--- src/rtl/sio_fifo_bridge.sv ---
// Buffered CPU front end for the byte-wide serial I/O block: a TX FIFO, an RX FIFO
// and a sequencer that polls the serial block status and moves bytes in both directions.

module sio_fifo_bridge #(
    parameter int unsigned DEPTH_LOG2 = 4
) (
    input  logic       clk,
    input  logic       n_rst,
    input  logic       ce,
    input  logic       rd,
    input  logic       wr,
    input  logic       cd,
    input  logic [7:0] data_in,
    output logic [7:0] data_out,
    output logic       rx_irq,
    output logic       sio_ce,
    output logic       sio_rd,
    output logic       sio_wr,
    output logic       sio_cd,
    output logic [7:0] sio_data_in,
    input  logic [7:0] sio_data_out
);

    localparam int unsigned Depth = 2 ** DEPTH_LOG2;
    localparam int unsigned CntW  = DEPTH_LOG2 + 1;
    localparam logic [CntW-1:0] CntFull = CntW'(Depth);

    localparam logic [2:0] StPollIssue = 3'd0;
    localparam logic [2:0] StPollWait  = 3'd1;
    localparam logic [2:0] StRxIssue   = 3'd2;
    localparam logic [2:0] StRxWait    = 3'd3;
    localparam logic [2:0] StTxWrite   = 3'd4;

    // CPU access decode
    logic acc;
    logic acc_q;
    logic acc_start;
    logic cpu_rd;
    logic cpu_wr;
    logic flush;

    assign acc       = ce && (rd || wr);
    assign acc_start = acc && !acc_q;
    assign cpu_rd    = acc_start && rd;
    assign cpu_wr    = acc_start && !rd;
    assign flush     = cpu_wr && cd && data_in[0];

    // Sequencer state
    logic [2:0] state_q;
    logic [2:0] state_d;
    logic       rx_rdy_q;
    logic       tx_rdy_q;
    logic       rd_issued_q;
    logic       poll_rx;
    logic       poll_tx;

    // TX FIFO
    logic [7:0]            tx_mem [Depth];
    logic [DEPTH_LOG2-1:0] tx_wptr_q;
    logic [DEPTH_LOG2-1:0] tx_rptr_q;
    logic [CntW-1:0]       tx_cnt_q;
    logic                  tx_full;
    logic                  tx_empty;
    logic                  tx_push;
    logic                  tx_pop;

    // RX FIFO
    logic [7:0]            rx_mem [Depth];
    logic [DEPTH_LOG2-1:0] rx_wptr_q;
    logic [DEPTH_LOG2-1:0] rx_rptr_q;
    logic [CntW-1:0]       rx_cnt_q;
    logic                  rx_full;
    logic                  rx_empty;
    logic                  rx_push;
    logic                  rx_pop;

    logic       tx_idle;
    logic [7:0] status;

    assign tx_full  = (tx_cnt_q == CntFull);
    assign tx_empty = (tx_cnt_q == '0);
    assign rx_full  = (rx_cnt_q == CntFull);
    assign rx_empty = (rx_cnt_q == '0);

    assign tx_push = cpu_wr && !cd && !tx_full;
    assign tx_pop  = (state_q == StTxWrite) && !tx_empty;
    assign rx_push = (state_q == StRxWait) && rd_issued_q && !rx_full;
    assign rx_pop  = cpu_rd && !cd && !rx_empty;

    assign tx_idle = tx_empty && tx_rdy_q && (state_q != StTxWrite);
    assign status  = {5'b0, tx_idle, !rx_empty, !tx_full};

    // The first poll after reset goes out with its strobes still held low, so the
    // bus is only trusted when a read strobe really was driven the cycle before.
    assign poll_rx = rd_issued_q ? sio_data_out[1] : rx_rdy_q;
    assign poll_tx = rd_issued_q ? sio_data_out[0] : tx_rdy_q;

    always_ff @(posedge clk) begin
        if (!n_rst) begin
            acc_q <= 1'b0;
        end else begin
            acc_q <= acc;
        end
    end

    // TX FIFO storage and pointers
    always_ff @(posedge clk) begin
        if (tx_push) begin
            tx_mem[tx_wptr_q] <= data_in;
        end
    end

    always_ff @(posedge clk) begin
        if (!n_rst || flush) begin
            tx_wptr_q <= '0;
            tx_rptr_q <= '0;
            tx_cnt_q  <= '0;
        end else begin
            if (tx_push) begin
                tx_wptr_q <= tx_wptr_q + 1'b1;
            end
            if (tx_pop) begin
                tx_rptr_q <= tx_rptr_q + 1'b1;
            end
            tx_cnt_q <= tx_cnt_q + CntW'(tx_push) - CntW'(tx_pop);
        end
    end

    // RX FIFO storage and pointers
    always_ff @(posedge clk) begin
        if (rx_push) begin
            rx_mem[rx_wptr_q] <= sio_data_out;
        end
    end

    always_ff @(posedge clk) begin
        if (!n_rst || flush) begin
            rx_wptr_q <= '0;
            rx_rptr_q <= '0;
            rx_cnt_q  <= '0;
        end else begin
            if (rx_push) begin
                rx_wptr_q <= rx_wptr_q + 1'b1;
            end
            if (rx_pop) begin
                rx_rptr_q <= rx_rptr_q + 1'b1;
            end
            rx_cnt_q <= rx_cnt_q + CntW'(rx_push) - CntW'(rx_pop);
        end
    end

    // Sequencer next state
    always_comb begin
        state_d = StPollIssue;
        case (state_q)
            StPollIssue: state_d = StPollWait;
            StPollWait: begin
                if (poll_rx && !rx_full) begin
                    state_d = StRxIssue;
                end else if (poll_tx && !tx_empty) begin
                    state_d = StTxWrite;
                end else begin
                    state_d = StPollIssue;
                end
            end
            StRxIssue: state_d = StRxWait;
            StRxWait: begin
                if (tx_rdy_q && !tx_empty) begin
                    state_d = StTxWrite;
                end else begin
                    state_d = StPollIssue;
                end
            end
            StTxWrite: state_d = StPollIssue;
            default:   state_d = StPollIssue;
        endcase
    end

    always_ff @(posedge clk) begin
        if (!n_rst) begin
            state_q     <= StPollIssue;
            rx_rdy_q    <= 1'b0;
            tx_rdy_q    <= 1'b1;
            rd_issued_q <= 1'b0;
        end else begin
            state_q     <= state_d;
            rd_issued_q <= sio_rd;
            if (state_q == StPollWait && rd_issued_q) begin
                rx_rdy_q <= sio_data_out[1];
                tx_rdy_q <= sio_data_out[0];
            end
        end
    end

    // Serial strobes are registered from the next state so they line up with state_q.
    always_ff @(posedge clk) begin
        if (!n_rst) begin
            sio_ce      <= 1'b0;
            sio_rd      <= 1'b0;
            sio_wr      <= 1'b0;
            sio_cd      <= 1'b0;
            sio_data_in <= 8'h00;
        end else begin
            sio_ce      <= (state_d == StPollIssue) || (state_d == StRxIssue) ||
                           (state_d == StTxWrite);
            sio_rd      <= (state_d == StPollIssue) || (state_d == StRxIssue);
            sio_wr      <= (state_d == StTxWrite);
            sio_cd      <= (state_d == StPollIssue);
            sio_data_in <= (state_d == StTxWrite) ? tx_mem[tx_rptr_q] : 8'h00;
        end
    end

    // CPU read data and RX interrupt
    always_ff @(posedge clk) begin
        if (!n_rst) begin
            data_out <= 8'h00;
            rx_irq   <= 1'b0;
        end else begin
            rx_irq <= !rx_empty;
            if (cpu_rd) begin
                if (cd) begin
                    data_out <= status;
                end else begin
                    data_out <= rx_empty ? 8'h00 : rx_mem[rx_rptr_q];
                end
            end else if (!acc) begin
                data_out <= 8'h00;
            end
        end
    end

endmodule

--- config.mk ---
export PLATFORM = sky130hd
export DESIGN_NAME = sio_fifo_bridge
export DESIGN_NICKNAME = d
export VERILOG_FILES = /design/src/rtl/sio_fifo_bridge.sv
export SDC_FILE = /design/constraint.sdc
export NUM_CORES = 1
export LEC_CHECK = 0
export CAP_MARGIN = 15
export CORE_MARGIN = 3
export CORE_UTILIZATION = 70
export CTS_BUF_LIST = sky130_fd_sc_hd__clkbuf_8
export CTS_CLUSTER_SIZE = 24
export DETAILED_ROUTE_END_ITERATION = 10
export DONT_BUFFER_PORTS = 1
export GPL_TIMING_DRIVEN = 0
export PLACE_DENSITY = 0.93
export SETUP_SLACK_MARGIN = 0.5
export SLEW_MARGIN = 25
export SYNTH_ARGS = -nofsm -noshare
export SYNTH_HDL_FRONTEND = slang
export SYNTH_SLANG_ARGS = --single-unit
--- constraint.sdc ---
create_clock -name clk -period 5.4 [get_ports clk]
set_clock_uncertainty 0.05 [all_clocks]
set_input_delay 0.81 -clock clk [delete_from_list [all_inputs] [get_ports clk]]
set_output_delay 0.81 -clock clk [all_outputs]
set_load 0.02 [all_outputs]
# Word level (Yosys, flattened, before mapping)

Memories as Yosys holds them, arrays and structs flattened. A register that Yosys moved wholly into a read port is not among the register bits.
Cells that the tools add are included.

Add/sub/neg operators: 8
Eq/ne operators: 10
Muxes and demuxes: 16
Reductions and logical operators: 37

Operators with widths:

| kind                | number |
|---|---|
| $mux 8              | 4 |
| $logic_and 1x1->1   | 19 |
| $add 4x1->4 const B | 4 |
| $pmux 3 s4          | 1 |
| $add 5x1->5         | 2 |
| $eq 5x5->1 const B  | 2 |
| $logic_not 5->1     | 2 |
| $sub 5x1->5         | 2 |
| $eq 3x2->1 const B  | 3 |
| $logic_not 1->1     | 9 |
| $mux 3              | 3 |
| $mux 4              | 2 |
| $eq 3x3->1 const B  | 2 |
| $logic_not 3->1     | 2 |
| $mux 1              | 6 |
| $logic_or 1x1->1    | 4 |
| $eq 3x1->1 const B  | 1 |
| $ne 3x3->1 const B  | 1 |
| $ne 2x1->1 const B  | 1 |
| $reduce_and 2->1    | 1 |

Register bits: 46
Bits in writable memories: 256
Input port bits: 22
Memories: 2

Memory list:

| name   | words | width | rd ports | clocked after Yosys merged registers in | wr ports | line | source |
|---|---|---|---|---|---|---|---|
| rx_mem | 16    | 8     | 1        | 1                                       | 1        | 68   | `logic [7:0] rx_mem [Depth];` |
| tx_mem | 16    | 8     | 1        | 1                                       | 1        | 58   | `logic [7:0] tx_mem [Depth];` |

# Depth between registers and ports, before layout

Word-level depth: 9
Mapped depth: 14

# Worst setup path before layout

OpenSTA, ideal clock, no wires.

Path kind: input -> register
Start: input cd
End: register tx_cnt_q[4]
Library setup time: 0.130 ns
Arrival time: 3.036 ns
Data required time: 5.220 ns
Path slack: 2.184 ns
Stages: 12
Path buffers: 1
Cells stage by stage: clkbuf_1 nor3_1 inv_1 ha_1 inv_1 ha_1 inv_1 fa_1 nand2b_1 a21oi_1 o21ai_0 nor3b_1

Longest elaborated chain between the ends: 5
Elaborated cells on any way between the ends: 8
Classes of those cells: add/sub: 2; reduce/logical: 6

RTL lines:

| item                            | line | source |
|---|---|---|
| start: declaration              | 12   | `input logic cd,` |
| $logic_not 1->1                 | 85   | `assign tx_push = cpu_wr && !cd && !tx_full;` |
| $logic_and 1x1->1 (2 in series) | 85   |  |
| $add 5x1->5                     | 125  | `tx_cnt_q <= tx_cnt_q + CntW'(tx_push) - CntW'(tx_pop);` |
| $sub 5x1->5                     | 125  |  |
| end signal: assignment          | 125  |  |
| end: declaration                | 61   | `logic [CntW-1:0] tx_cnt_q;` |

Several ways; a longest one is shown, not always the timed one.
A chain may end at the register's enable or synchronous reset.

# Worst setup path in the final report

Start: register tx_cnt_q[3]
End: register tx_cnt_q[4]

Elaborated cells on any way between the ends: 8
Classes of those cells: add/sub: 2; eq/ne: 1; reduce/logical: 5

RTL lines:

| item              | line | source |
|---|---|---|
| $logic_not 5->1   | 81   | `assign tx_empty = (tx_cnt_q == '0);` |
| $logic_not 1->1   | 86   | `assign tx_pop = (state_q == StTxWrite) && !tx_empty;` |
| $logic_and 1x1->1 | 86   |  |
| via tx_pop        | 65   | `logic tx_pop;` |
| $sub 5x1->5       | 125  |  |

The timed path passes the listed nets, and every way through them passes these cells.

==> impl_metrics.tcl <==
set metrics [dict create \
    crit_fanout 6 \
    clk_latency_ns 0.57 \
    drt_wl_total_um 25480 \
    holdCritStartpoint "sio_data_out[1]" \
    firstDrtPassIters 6 \
    port_buffers 0 \
    gr-total-overflow 0 \
    setup_tns_ns 0 \
    period_share 0.6612 \
    power_w 0.004584 \
    synth_edf_count 256 \
    synth.most_common_cell "edfxtp_1" \
    grt_max_degree 19 \
    synthArstFlopShare 0 \
    place.gp.congestion 0.8690 \
    rsz0062_at_grt "false" \
    clock_path_buffers 3 \
    cts.root.buffer_cell "clkbuf_8" \
    vias 6558 \
    synthTopCellsByArea "edfxtp_1 61%, dfxtp_1 9.3%, mux4_2 7.5%" \
    cts_resized 0 \
    cts.clk_slew.worst_paths_ns 0.07 \
    path_class "reg -> reg" \
    cts_tree "built" \
    ys_seq_area_frac 0.7049 \
    grt_pass1_wl_um 39410 \
    fp.dieArea_mm2 0.01957 \
    cp.required_ns 5.76 \
    cts_buffers 48 \
    yosys.area.top_type_share 0.6124 \
    drt_iter0_markers 721 \
    synth_common_cells "256 x edfxtp_1, 58 x dfxtp_1, 57 x nor2_1" \
    antenna_found_initial 0 \
    max_freq_ghz 0.2801 \
    min_to "rx_mem[6][1]" \
    finalNetCount 793 \
    grt_pass1_vias 6908 \
    outcome "finished, final reports clean" \
    drv_cap 0 \
    rows 48 \
    setup_viol 0 \
    ant_nets 0 \
    numClockSinks 314 \
    r2r_cells 13 \
    worstHoldPathCells 0 \
    core_mm2 0.01742 \
    cellPowerDensity_mw_per_mm2 334.4 \
    die_w_um 139.9 \
    r2r-end "tx_cnt_q[4]" \
    initial_core_util 0.7207 \
    startpoint_type "flip-flop" \
    post-cts-setup-buffers 0 \
    syn_inst 698 \
    pre_cts_ws_ns 1.722 \
    grt_use_total 0.2672 \
    area_growth_pct 9.201 \
    wire_per_inst_um 25.17 \
    hp-class "in -> reg" \
    synth_top_cell_by_area "edfxtp_1" \
    drive_gt1_frac 0.1614 \
    ioPinCount 43 \
    netlist_area_mm2 0.01255 \
    avgViaCountPerCell 6.480 \
    setup_ws_ns 1.830 \
    r2r_slack_ns 1.83 \
    synth_fp_nets 743 \
    leakagePower_nw 4.532 \
    htreeDepth 2 \
    holdBufCountCts 0 \
    slew_headroom 0.2830 \
    crit_path_end_kind "flip-flop" \
    ys_warn_count 0 \
    dp_hpwl_um 17420 \
    crit_arrival_ns 3.93 \
    yosysUniqueCellTypes 51 \
    hold_viol 0 \
    n_antenna_cell 0 \
    peakVddDrop_mv 0.3237 \
    report.final.slew_viol_count 0 \
    r2r_start "tx_cnt_q[3]" \
    avgSynthCellArea_um2 17.98 \
    worst_slew_pin_slew_ns 1.071 \
    synthFlopType "edfxtp_1" \
    synth-seq-cells 314 \
    die_h_um 139.9 \
    drc 0 \
    period_minus_slack_ns 3.570 \
]
==> cell usage in the layout, fill, tap and decap left out, types with 7 or more instances in the layout <==
cell type  instances
ha_1              21
nand2b_1          10
nor2b_1           12
edfxtp_1         256
xor2_1             7
nand2_1           21
clkbuf_8          48
mux4_1            30
nor2_1            56
nand3_1           10
clkbuf_1          19
o21ai_0           13
dfxtp_1           58
inv_1             53
a21oi_1           10
nor3_2             9
mux4_2            42
xnor2_1           11
mux2i_1           16
==> layout make-up <==
class | count | area, um^2
Inverter | 26 | 97.59
Sequential cell | 314 | 8848
Clock buffer | 48 | 660.6
Fill cell | 852 | 3710
Clock inverter | 41 | 170.2
Buffer | 32 | 161.4
Tap cell | 225 | 281.5
Multi-Input combinational cell | 326 | 3487
==> worst max path at each step <==
stage / startpoint / end / slack (ns) / depth (start not counted)
6_report: tx_cnt_q[3] / tx_cnt_q[4] / 1.83 / 13
5_1_grt: tx_cnt_q[2] / tx_cnt_q[4] / 1.63 / 13
4_1_cts: tx_cnt_q[3] / tx_cnt_q[4] / 1.86 / 14
3_5_place_dp: cd / tx_cnt_q[4] / 1.72 / 12
3_3_place_gp: rd / tx_cnt_q[4] / 1.92 / 12
2_1_floorplan: cd / tx_cnt_q[4] / 2.18 / 12
==> kinds of logic after synthesis <==
group,count (synthesis),synth area share
AO/OA/AOI/OAI,42,0.02133
XOR/XNOR,18,0.01256
multiplexers,92,0.1545
flip-flops,314,0.7049
adder cells (fa/ha/maj),23,0.02412
buffers and inverters,58,0.02063
AND/OR/NAND/NOR,151,0.06190
==> stage by stage <==
step	hold slack (ns)	area (um^2)	utilization	instances
final	0.2817	13710	0.7870	1012
after global routing	0.2561	13710	0.7870	1012
after CTS	0.2676	13700	0.7869	1012
after detailed placement	0.4257	12870	0.7392	923
after global placement	0.4001	12830	0.7369	923
after floorplan	0.3910	12550	-	698
==> sequential cells by signal, summed over array words and instances (netlist names), 3 cells and up, named ones only <==
name,cells
tx_mem,128
rx_mem,128
tx_wptr_q,4
rx_wptr_q,4
rx_rptr_q,4
state_q,3
rx_cnt_q,5
tx_cnt_q,5
tx_rptr_q,4
sio_data_in,8
data_out,8
==> critical path, stage by stage, from the launching register on <==
cell      delay (ns)
dfxtp_1         0.33
inv_1           0.10
ha_1            0.18
nor4b_1         0.84
nor2_1          0.25
ha_1            0.34
inv_1           0.05
ha_1            0.17
inv_1           0.07
fa_1            0.42
nand2b_1        0.16
a21oi_1         0.23
o21ai_0         0.11
nor3b_1         0.15
==> routing by layer <==
metal  global-route usage  up-vias  wire (um)
met4               0.1091        0        822
met1               0.3348     3280       9250
li1                     -     2850          -
met2               0.4629      356      13520
met3              0.05463       72       1882
met5                    0        -          0
==> report_power, final <==
part           switching (W)  total [W]  internal, W
logic               0.000122   0.000218    0.0000968
clock network       0.000864    0.00170     0.000832
registers          0.0000297    0.00267      0.00264
total                0.00102    0.00458      0.00357
Power figures use the tool's default switching activity.
